<file path="config.mk">
export PLATFORM = sky130hd
export DESIGN_NAME = spi_sel_scheduler_flat
export DESIGN_NICKNAME = d
export VERILOG_FILES = /design/src/rtl/spi_sel_scheduler_pkg.sv /design/src/rtl/spi_sel_scheduler_if.sv /design/src/rtl/spi_sel_scheduler_engine.sv /design/src/rtl/spi_sel_scheduler.sv /design/src/flat_wrapper.sv
export SDC_FILE = /design/constraint.sdc
export NUM_CORES = 1
export LEC_CHECK = 0
export ABC_AREA = 1
export BUFFER_PORTS_ARGS = -buffer_cell sky130_fd_sc_hd__buf_2
export CAP_MARGIN = 20
export CORE_ASPECT_RATIO = 1.75
export CORE_MARGIN = 2
export CORE_UTILIZATION = 50
export CTS_CLUSTER_DIAMETER = 50
export CTS_CLUSTER_SIZE = 16
export DETAILED_ROUTE_END_ITERATION = 8
export PLACE_DENSITY = 0.86
export SYNTH_ARGS = -nofsm -noshare
export SYNTH_HDL_FRONTEND = slang
export SYNTH_HIERARCHICAL = 1
export SYNTH_SLANG_ARGS = --single-unit
export TNS_END_PERCENT = 20
</file>
<file path="constraint.sdc">
create_clock -name clk -period 5.2 [get_ports clk]
set_clock_uncertainty 0.15 [all_clocks]
set_input_delay 0.52 -clock clk [delete_from_list [all_inputs] [get_ports clk]]
set_output_delay 0.52 -clock clk [all_outputs]
set_load 0.03 [all_outputs]
</file>
<file path="src/rtl/spi_sel_scheduler_pkg.sv">
`default_nettype none
// +----------------------------------------------------------------------+
// | spi_sched_pkg: shared types and the round-robin pick helper          |
// | Rev 1.0                                                              |
// +----------------------------------------------------------------------+
package spi_sched_pkg;

  localparam int SEL_W   = 4;
  localparam int MAX_REQ = 16;

  typedef enum logic [1:0] {
    IDLE  = 2'd0,
    ARB   = 2'd1,
    SHIFT = 2'd2,
    DONE  = 2'd3
  } sched_state_t;

  typedef struct packed {
    logic             found;
    logic [SEL_W-1:0] idx;
  } rr_pick_t;

  // Descending scan so the candidate closest after `last` is written last and wins.
  function automatic rr_pick_t rr_pick(input logic [MAX_REQ-1:0] req,
                                       input logic [SEL_W-1:0]   last);
    rr_pick_t         res;
    logic [SEL_W-1:0] cand;
    res = '0;
    for (int i = MAX_REQ; i >= 1; i--) begin
      cand = last + SEL_W'(i);
      if (req[cand]) begin
        res.found = 1'b1;
        res.idx   = cand;
      end
    end
    return res;
  endfunction

endpackage
`default_nettype wire

</file>
<file path="src/rtl/spi_sel_scheduler_if.sv">
`default_nettype none
// +----------------------------------------------------------------------+
// | spi_sched_if: requester-side request/grant/result bus                |
// | Rev 1.0                                                              |
// +----------------------------------------------------------------------+
interface spi_sched_if #(
  parameter int NREQ = 16,
  parameter int DW   = 8
);
  logic [NREQ-1:0]    req;
  logic [NREQ*DW-1:0] tx_data;
  logic [NREQ-1:0]    grant;
  logic               busy;
  logic               done;
  logic [DW-1:0]      rx_data;

  modport master (output req, tx_data, input grant, busy, done, rx_data);
  modport slave  (input req, tx_data, output grant, busy, done, rx_data);
endinterface
`default_nettype wire

</file>
<file path="src/rtl/spi_sel_scheduler_engine.sv">
`default_nettype none
// +----------------------------------------------------------------------+
// | spi_shift_engine: fixed-length SPI mode-0 shifter with SCK divider   |
// | Rev 1.0                                                              |
// +----------------------------------------------------------------------+
module spi_shift_engine #(
  parameter int DW     = 8,
  parameter int CLKDIV = 4
) (
  input  logic          clk,
  input  logic          rst,
  input  logic          start,
  input  logic [DW-1:0] tx_word,
  input  logic          spi_miso,
  output logic          spi_sck,
  output logic          spi_mosi,
  output logic [DW-1:0] rx_word,
  output logic          fin
);
  localparam int BIT_W = $clog2(DW + 1);
  localparam int DIV_W = (CLKDIV > 1) ? $clog2(CLKDIV) : 1;
  localparam logic [DIV_W-1:0] DIV_LAST = DIV_W'(CLKDIV - 1);
  localparam logic [BIT_W-1:0] BIT_LAST = BIT_W'(DW);

  logic             r_active;
  logic             r_sck;
  logic             r_fin;
  logic [DIV_W-1:0] r_div;
  logic [BIT_W-1:0] r_bits;
  logic [DW-1:0]    r_sr;
  logic [DW-1:0]    r_rx;

  // The start cycle counts as the first cycle of the leading low half-period.
  always_ff @(posedge clk) begin
    if (rst) begin
      r_active <= 1'b0;
      r_sck    <= 1'b0;
      r_fin    <= 1'b0;
      r_div    <= '0;
      r_bits   <= '0;
      r_sr     <= '0;
      r_rx     <= '0;
    end else begin
      r_fin <= 1'b0;
      if (start) begin
        r_active <= 1'b1;
        r_sck    <= 1'b0;
        r_div    <= '0;
        r_bits   <= '0;
        r_sr     <= tx_word;
        r_rx     <= '0;
      end else if (r_active) begin
        if (r_div == DIV_LAST) begin
          r_div <= '0;
          if (!r_sck) begin
            r_sck  <= 1'b1;
            r_rx   <= (r_rx << 1) | DW'(spi_miso);
            r_bits <= r_bits + BIT_W'(1);
          end else begin
            r_sck <= 1'b0;
            r_sr  <= r_sr << 1;
            if (r_bits == BIT_LAST) begin
              r_active <= 1'b0;
              r_fin    <= 1'b1;
            end
          end
        end else begin
          r_div <= r_div + DIV_W'(1);
        end
      end
    end
  end

  assign spi_sck  = r_sck;
  assign spi_mosi = r_sr[DW-1];
  assign rx_word  = r_rx;
  assign fin      = r_fin;

endmodule
`default_nettype wire

</file>
<file path="src/rtl/spi_sel_scheduler.sv">
`default_nettype none
// +----------------------------------------------------------------------+
// | spi_sel_scheduler: round-robin owner of one SPI engine and sel mux   |
// | Rev 1.0                                                              |
// +----------------------------------------------------------------------+
module spi_sel_scheduler
  import spi_sched_pkg::*;
#(
  parameter int NREQ   = 16,
  parameter int DW     = 8,
  parameter int CLKDIV = 4
) (
  input  logic             clk,
  input  logic             rst,
  spi_sched_if.slave       bus,
  output logic [SEL_W-1:0] sel,
  output logic             spi_sck,
  output logic             spi_mosi,
  input  logic             spi_miso
);
  sched_state_t     r_state;
  logic [NREQ-1:0]  r_grant;
  logic             r_busy;
  logic             r_done;
  logic [DW-1:0]    r_rx;
  logic [SEL_W-1:0] r_sel;
  logic [SEL_W-1:0] r_last;

  rr_pick_t         w_pick;
  logic             w_launch;
  logic             w_fin;
  logic [DW-1:0]    w_tx_word;
  logic [DW-1:0]    w_rx_word;

  // Arbitration resolves in the cycle before ARB so grant/sel/MOSI are all valid in ARB.
  assign w_pick    = rr_pick(MAX_REQ'(bus.req), r_last);
  assign w_launch  = ((r_state == IDLE) || (r_state == DONE)) && w_pick.found;
  assign w_tx_word = bus.tx_data[int'(w_pick.idx)*DW +: DW];

  always_ff @(posedge clk) begin
    if (rst) begin
      r_state <= IDLE;
      r_grant <= '0;
      r_busy  <= 1'b0;
      r_done  <= 1'b0;
      r_rx    <= '0;
      r_sel   <= '0;
      r_last  <= SEL_W'(NREQ - 1);
    end else begin
      r_grant <= '0;
      r_done  <= 1'b0;
      case (r_state)
        IDLE, DONE: begin
          if (w_pick.found) begin
            r_state <= ARB;
            r_grant <= NREQ'(1) << w_pick.idx;
            r_sel   <= w_pick.idx;
            r_last  <= w_pick.idx;
            r_busy  <= 1'b1;
          end else begin
            r_state <= IDLE;
            r_busy  <= 1'b0;
          end
        end
        ARB: r_state <= SHIFT;
        SHIFT: begin
          if (w_fin) begin
            r_state <= DONE;
            r_done  <= 1'b1;
            r_rx    <= w_rx_word;
          end
        end
        default: r_state <= IDLE;
      endcase
    end
  end

  spi_shift_engine #(
    .DW     (DW),
    .CLKDIV (CLKDIV)
  ) u_engine (
    .clk      (clk),
    .rst      (rst),
    .start    (w_launch),
    .tx_word  (w_tx_word),
    .spi_miso (spi_miso),
    .spi_sck  (spi_sck),
    .spi_mosi (spi_mosi),
    .rx_word  (w_rx_word),
    .fin      (w_fin)
  );

  assign bus.grant   = r_grant;
  assign bus.busy    = r_busy;
  assign bus.done    = r_done;
  assign bus.rx_data = r_rx;
  assign sel         = r_sel;

endmodule
`default_nettype wire

</file>
<file path="src/flat_wrapper.sv">
// flat-port wrapper written by rule: the top's interface ports become plain ports
module spi_sel_scheduler_flat import spi_sched_pkg::*;
#(
  parameter int NREQ   = 16,
  parameter int DW     = 8,
  parameter int CLKDIV = 4
)
  (clk, rst, sel, spi_sck, spi_mosi, spi_miso, bus_req, bus_tx_data, bus_grant, bus_busy, bus_done, bus_rx_data);
  spi_sched_if #(.NREQ(NREQ), .DW(DW)) bus_i ();
  input  logic clk;
  input  logic rst;
  output logic [SEL_W-1:0] sel;
  output logic spi_sck;
  output logic spi_mosi;
  input  logic spi_miso;
  input wire logic [$bits(bus_i.req)-1:0] bus_req;
  input wire logic [$bits(bus_i.tx_data)-1:0] bus_tx_data;
  output wire logic [$bits(bus_i.grant)-1:0] bus_grant;
  output wire logic [$bits(bus_i.busy)-1:0] bus_busy;
  output wire logic [$bits(bus_i.done)-1:0] bus_done;
  output wire logic [$bits(bus_i.rx_data)-1:0] bus_rx_data;
  assign bus_i.req = bus_req;
  assign bus_i.tx_data = bus_tx_data;
  assign bus_grant = bus_i.grant;
  assign bus_busy = bus_i.busy;
  assign bus_done = bus_i.done;
  assign bus_rx_data = bus_i.rx_data;
  spi_sel_scheduler #(.NREQ(NREQ), .DW(DW), .CLKDIV(CLKDIV)) u_core (.clk(clk), .rst(rst), .bus(bus_i), .sel(sel), .spi_sck(spi_sck), .spi_mosi(spi_mosi), .spi_miso(spi_miso));
endmodule
</file>
# Word level (Yosys, flattened, before mapping)
# Cells that the tools add are included.
[classes]
n_addsub = 17
multipliers = 0
div = 0
n_lt_le_gt_ge = 16
n_eq_ne = 6
shifts = 2
muxes = 65
bitwise = 7
n_reduce_logical = 16
[ops]
columns = ["operator", "count"]
rows = [
  ["$shiftx A128 B8 Y8", 1],
  ["$lt A4 B5 Y1 const B", 16],
  ["$mux W5", 16],
  ["$bmux W1 S4", 16],
  ["$add A4 B4 Y4 const B", 8],
  ["$mux W8", 4],
  ["$mux W1", 26],
  ["$add A4 B3 Y4 const B", 4],
  ["$shl A1 B4 Y16 const A", 1],
  ["$add A4 B1 Y4 const B", 2],
  ["$add A4 B2 Y4 const B", 2],
  ["$or A8 B1 Y8", 1],
  ["$eq A2 B2 Y1 const B", 3],
  ["$not A1 Y1", 6],
  ["$pmux W2 S3", 1],
  ["$reduce_and A2 Y1", 3],
  ["$reduce_and A3 Y1", 2],
  ["$reduce_bool A2 Y1", 3],
  ["$reduce_or A2 Y1", 3],
  ["$reduce_or A5 Y1", 1],
  ["$eq A4 B4 Y1 const B", 1],
  ["$mux W2", 2],
  ["$reduce_or A3 Y1", 1],
  ["$add A2 B1 Y2 const B", 1],
  ["5 further kinds", 5],
]
[totals]
reg_bits = 61
latchBits = 0
mem_bits_rw = 0
rom_bits = 0
input_bits = 147
output_inout_bits = 32
wordCells = 143
mem_count = 0

# Logic depth before layout (Yosys ltp)
[logic_depth]
ltp_word = 21
mapped_depth = 43

# Hierarchy
# Netlist, hierarchy kept.
[modules_own_cells]
columns = ["mod", "n_inst", "cells_per_inst", "area_per_inst_um2"]
rows = [
  ["spi_sel_scheduler", 1, 876, 4439.3],
  ["spi_shift_engine", 1, 146, 1082.3],
]

# Worst setup path after synthesis
# Ideal clock, no wire load.
[synth_path]
path_type = "reg-to-reg"
start = "register u_core.r_last[0]"
end = "register u_core.u_engine.r_sr[5]"
setup_time_ns = 0.119
t_arrival_ns = 3.488
t_required_ns = 4.931
path_slack_ns = 1.444
path_stages_with_launch = 41
n_path_buf = 5
synth_period_minus_slack_ns = 3.756
path_cell_list = "dfxtp_1 inv_2 buf_6 buf_2 ha_1 clkbuf_1 nand3_1 nand3_1 nand2_1 nand2_1 nand2_2 inv_2 nand2_1 nand2_1 nand2_1 nand2_1 nand2_1 nand2_1 [... 5 more ...] nand2_1 nand2_1 nand2_1 nand2_1 buf_4 buf_4 nand3_1 nand2_1 nand2_1 nand2_1 nand2_1 nand2_1 nand2_1 nand2_1 nor2_1 nor2_1 o21ai_0 nor2_1"
[synth_between]
elab_cells_between_ends = 70
cone_classes = "15 x add/sub; 1 x shift; 49 x mux; 5 x reduce/logical"
[synth_rtl]
columns = ["item", "line", "text"]
rows = [
  ["from (decl)", "spi_sel_scheduler.sv:27", "logic [SEL_W-1:0] r_last;"],
  ["from (signal assigned)", "spi_sel_scheduler.sv:48", "r_last <= SEL_W'(NREQ - 1);"],
  ["from (signal assigned)", "spi_sel_scheduler.sv:58", "r_last <= w_pick.idx;"],
  ["$add A4 B4 Y4 / $bmux W1 S4 (equally long branches)", "spi_sel_scheduler_pkg.sv:30, spi_sel_scheduler_pkg.sv:31", ""],
  ["$bmux W1 S4 / $mux W1 (equally long branches)", "spi_sel_scheduler_pkg.sv:31", "if (req[cand]) begin"],
  ["$mux W1 (not written as such) / $mux W5 (equally long branches)", "spi_sel_scheduler_pkg.sv:31", ""],
  ["$mux W5 (14 in series)", "spi_sel_scheduler_pkg.sv:31", ""],
  ["$mux W5 (*)", "spi_sel_scheduler_pkg.sv:31", ""],
  ["$shiftx A128 B8 Y8 (*)", "spi_sel_scheduler.sv:38", "assign w_tx_word = bus.tx_data[int'(w_pick.idx)*DW +: DW];"],
  ["named net u_core.w_tx_word[5]", "spi_sel_scheduler.sv:32", "logic [DW-1:0] w_tx_word;"],
  ["$mux W8 (*)", "spi_sel_scheduler_engine.sv:45", "if (start) begin"],
  ["to (signal assigned)", "spi_sel_scheduler_engine.sv:50", "r_sr <= tx_word;"],
  ["to (signal assigned)", "spi_sel_scheduler_engine.sv:61", "r_sr <= r_sr << 1;"],
  ["to (decl)", "spi_sel_scheduler_engine.sv:30", "logic [DW-1:0] r_sr;"],
]
# The timed path passes the listed nets; every way through them passes the cells marked *. The select of a mux whose other input is x is not followed.
# A chain may end at the register's enable or synchronous reset.

# Worst setup path in the final report
[layout_path]
start = "register u_core.r_last[1]"
end = "register u_core.u_engine.r_sr[1]"
# Same word-level chain as after synthesis.

==> reports/metrics.yaml <==
status: "completed"
maxSlewViolCount: 0
drc: 0
post_cts_resized: 0
synth-seq-cells: 61
cp-end-kind: "flop"
crit_top_cell: "nand2_1"
place_area_um2: 6390
min_path_type: "in -> reg"
synth_cells: 1022
synth_cell_types: 37
synth_nets: 1180
netlist_top_cells_area: "nand2_1 35%, dfxtp_1 22%, nand3_1 13%, a21oi_1 5.1%, nor2_1 3.7%"
rsz0062_at_grt: "no"
hold_viol_final: 0
cpPeakStageDelay_ps: 580
layout-drive-gt1-share: 0.198
ant_nets: 0
ys_warn_count: 6
grt_pass1_vias: 6595
worst_pin_slew_ps: 614
clock_sink_count: 61
ys_top_cells_by_count: "516 x nand2_1, 143 x nand3_1, 61 x dfxtp_1"
clock_path_buffers: 2
fmax_mhz: 214
slew_headroom: 0.590
wl_um: 17800
fin_area_um2: 6710
cts_setup_buffers: 0
io_buffers: 178
nets: 1333
grt_overflow: 0
gp_congestion: 1.01
antenna_found_initial: 1
worstPathRequired_ps: 5300
min_period_ps: 4670
dp_cells: 1294
n_fill_cell: 1088
track_usage: 0.296
vias_per_cell: 5.33
crit_path_top_delay_cell: "ha_1"
synth-edff-count: 0
hpwl_um: 13700
yosysTopAreaCell: "nand2_1"
synth_area_um2: 5520
avgSynthCellArea_um2: 5.40
crit_fanout: 65
finalCritPeriodShare: 0.899
clk_latency_ps: 330
critPathLaunchType: "flop"
cts_root_buffer: "clkbuf_16"
r2r_start: "u_core/r_last[1]$_SDFFE_PP1P_"
rows: 50
holdBufCountCts: 0
finalSetupTns_ps: 0
io_pins: 179
finalNonFillerCells: 1310
synthFlopType: "dfxtp_1"
htreeDepth: 3
drt-wirelength-per-cell_um: 13.6
initial_core_util: 0.513
synth_most_common_cell: "nand2_1"
clk_pin_slew_worst_paths_ps: 50
drv_cap: 0
vias: 6980
ys_seq_area_frac: 0.221
reg2reg_setup_slack_ps: 530
coreArea_um2: 10800
path_class: "reg -> reg"
die_area_um2: 11900
dr.first_iter.drc_count: 406
cts_made_buffers: 9
arrival_ps: 4780
drtPass1Iterations: 5
cts_tree: "done"
grt_pass1_wl_um: 29100
critical_path.startpoint: "u_core/r_last[1]$_SDFFE_PP1P_"
syn2layout_area_growth_pct: 21.5
die_h_um: 143
synth_top_area_frac: 0.351
grt_max_degree: 66
whs_ps: 318
setup_viol: 0
die_w_um: 83.4
async_reset_ff_frac: 0
holdCritStartpoint: "spi_miso"
[worst max-delay path, delay by kind of cell (launching register included)]
kind            cells  cell delay (ps)
simple gates       29             2340
buf+inv             5             1030
fa+ha+maj           1              580
flops               1              300
compound gates      1              120
[layout by cell type (no fill, tap or decap), types with 2 or more instances in the layout]
cell / instances
ha_1: 11
o21ai_0: 21
o22ai_1: 4
nand2_1: 514
buf_2: 178
nand3_1: 143
bufinv_16: 2
o211ai_1: 2
nor3_2: 2
inv_2: 7
inv_1: 49
clkbuf_16: 9
o21ai_2: 3
xor2_1: 5
nand2_2: 8
nor3_1: 12
nor4_1: 2
dfxtp_1: 61
buf_12: 2
o21ai_1: 3
a21oi_1: 56
or2_2: 2
buf_4: 12
nor2_1: 54
[flip-flops by register name, indices dropped and copies added (netlist names), 2 cells and up]
register and cells:
u_core/bus.grant 16, u_core/bus.rx_data 8, u_core/u_engine/r_sr 8, u_core/u_engine/rx_word 8, u_core/r_last 4, u_core/sel 4, u_core/u_engine/r_bits 4, u_core/r_state 2
u_core/u_engine/r_div 2
[worst paths after layout]
kind / endpoint / cells after the start
max: u_core/u_engine/r_sr[1]$_SDFFE_PP0P_ / 36
min: u_core/u_engine/rx_word[0]$_SDFFE_PP0P_ / 3
max reg2reg: u_core/u_engine/r_sr[1]$_SDFFE_PP0P_ / 36
min reg2reg: u_core/u_engine/rx_word[7]$_SDFFE_PP0P_ / 2
[kinds of logic (layout without fill, tap and decap cells)]
kind of cell	Yosys count	after routing	synth area share
compound gates	92	92	0.0879
xor+xnor	7	7	0.0145
fa+ha+maj	11	11	0.0249
buf+inv	107	264	0.0977
flops	61	61	0.221
other cells	0	1	0
simple gates	744	744	0.554
[metal layers]
metal  track usage  up-vias  share of wire  routed length, um
met5             0        -              0                  0
met4         0.152        0          0.042                751
met3        0.0405       58          0.068               1210
met2         0.577      314           0.53               9380
met1         0.302     3056           0.36               6470
li1              -     3552              -                  -
[metrics by stage]
step	setup slack, ps	util
6_report	525	0.623
5_1_grt	126	0.623
4_1_cts	681	0.623
3_5_place_dp	745	0.594
3_3_place_gp	790	0.594
2_1_floorplan	1440	-
[cell type report]
type                            instances  area, um^2  area share
Antenna cell                            1        2.50    0.000373
Clock buffer                           11         243      0.0362
Clock inverter                          4        72.6      0.0108
Inverter                               57         214      0.0319
Multi-Input combinational cell        854        3770       0.562
Sequential cell                        61        1220       0.182
Tap cell                              130         163      0.0243
Timing Repair Buffer                  192        1020       0.152
Power is left out: the tool's default activity adds up to more than one toggle a clock period on the data nets, which glitch-free logic cannot reach.
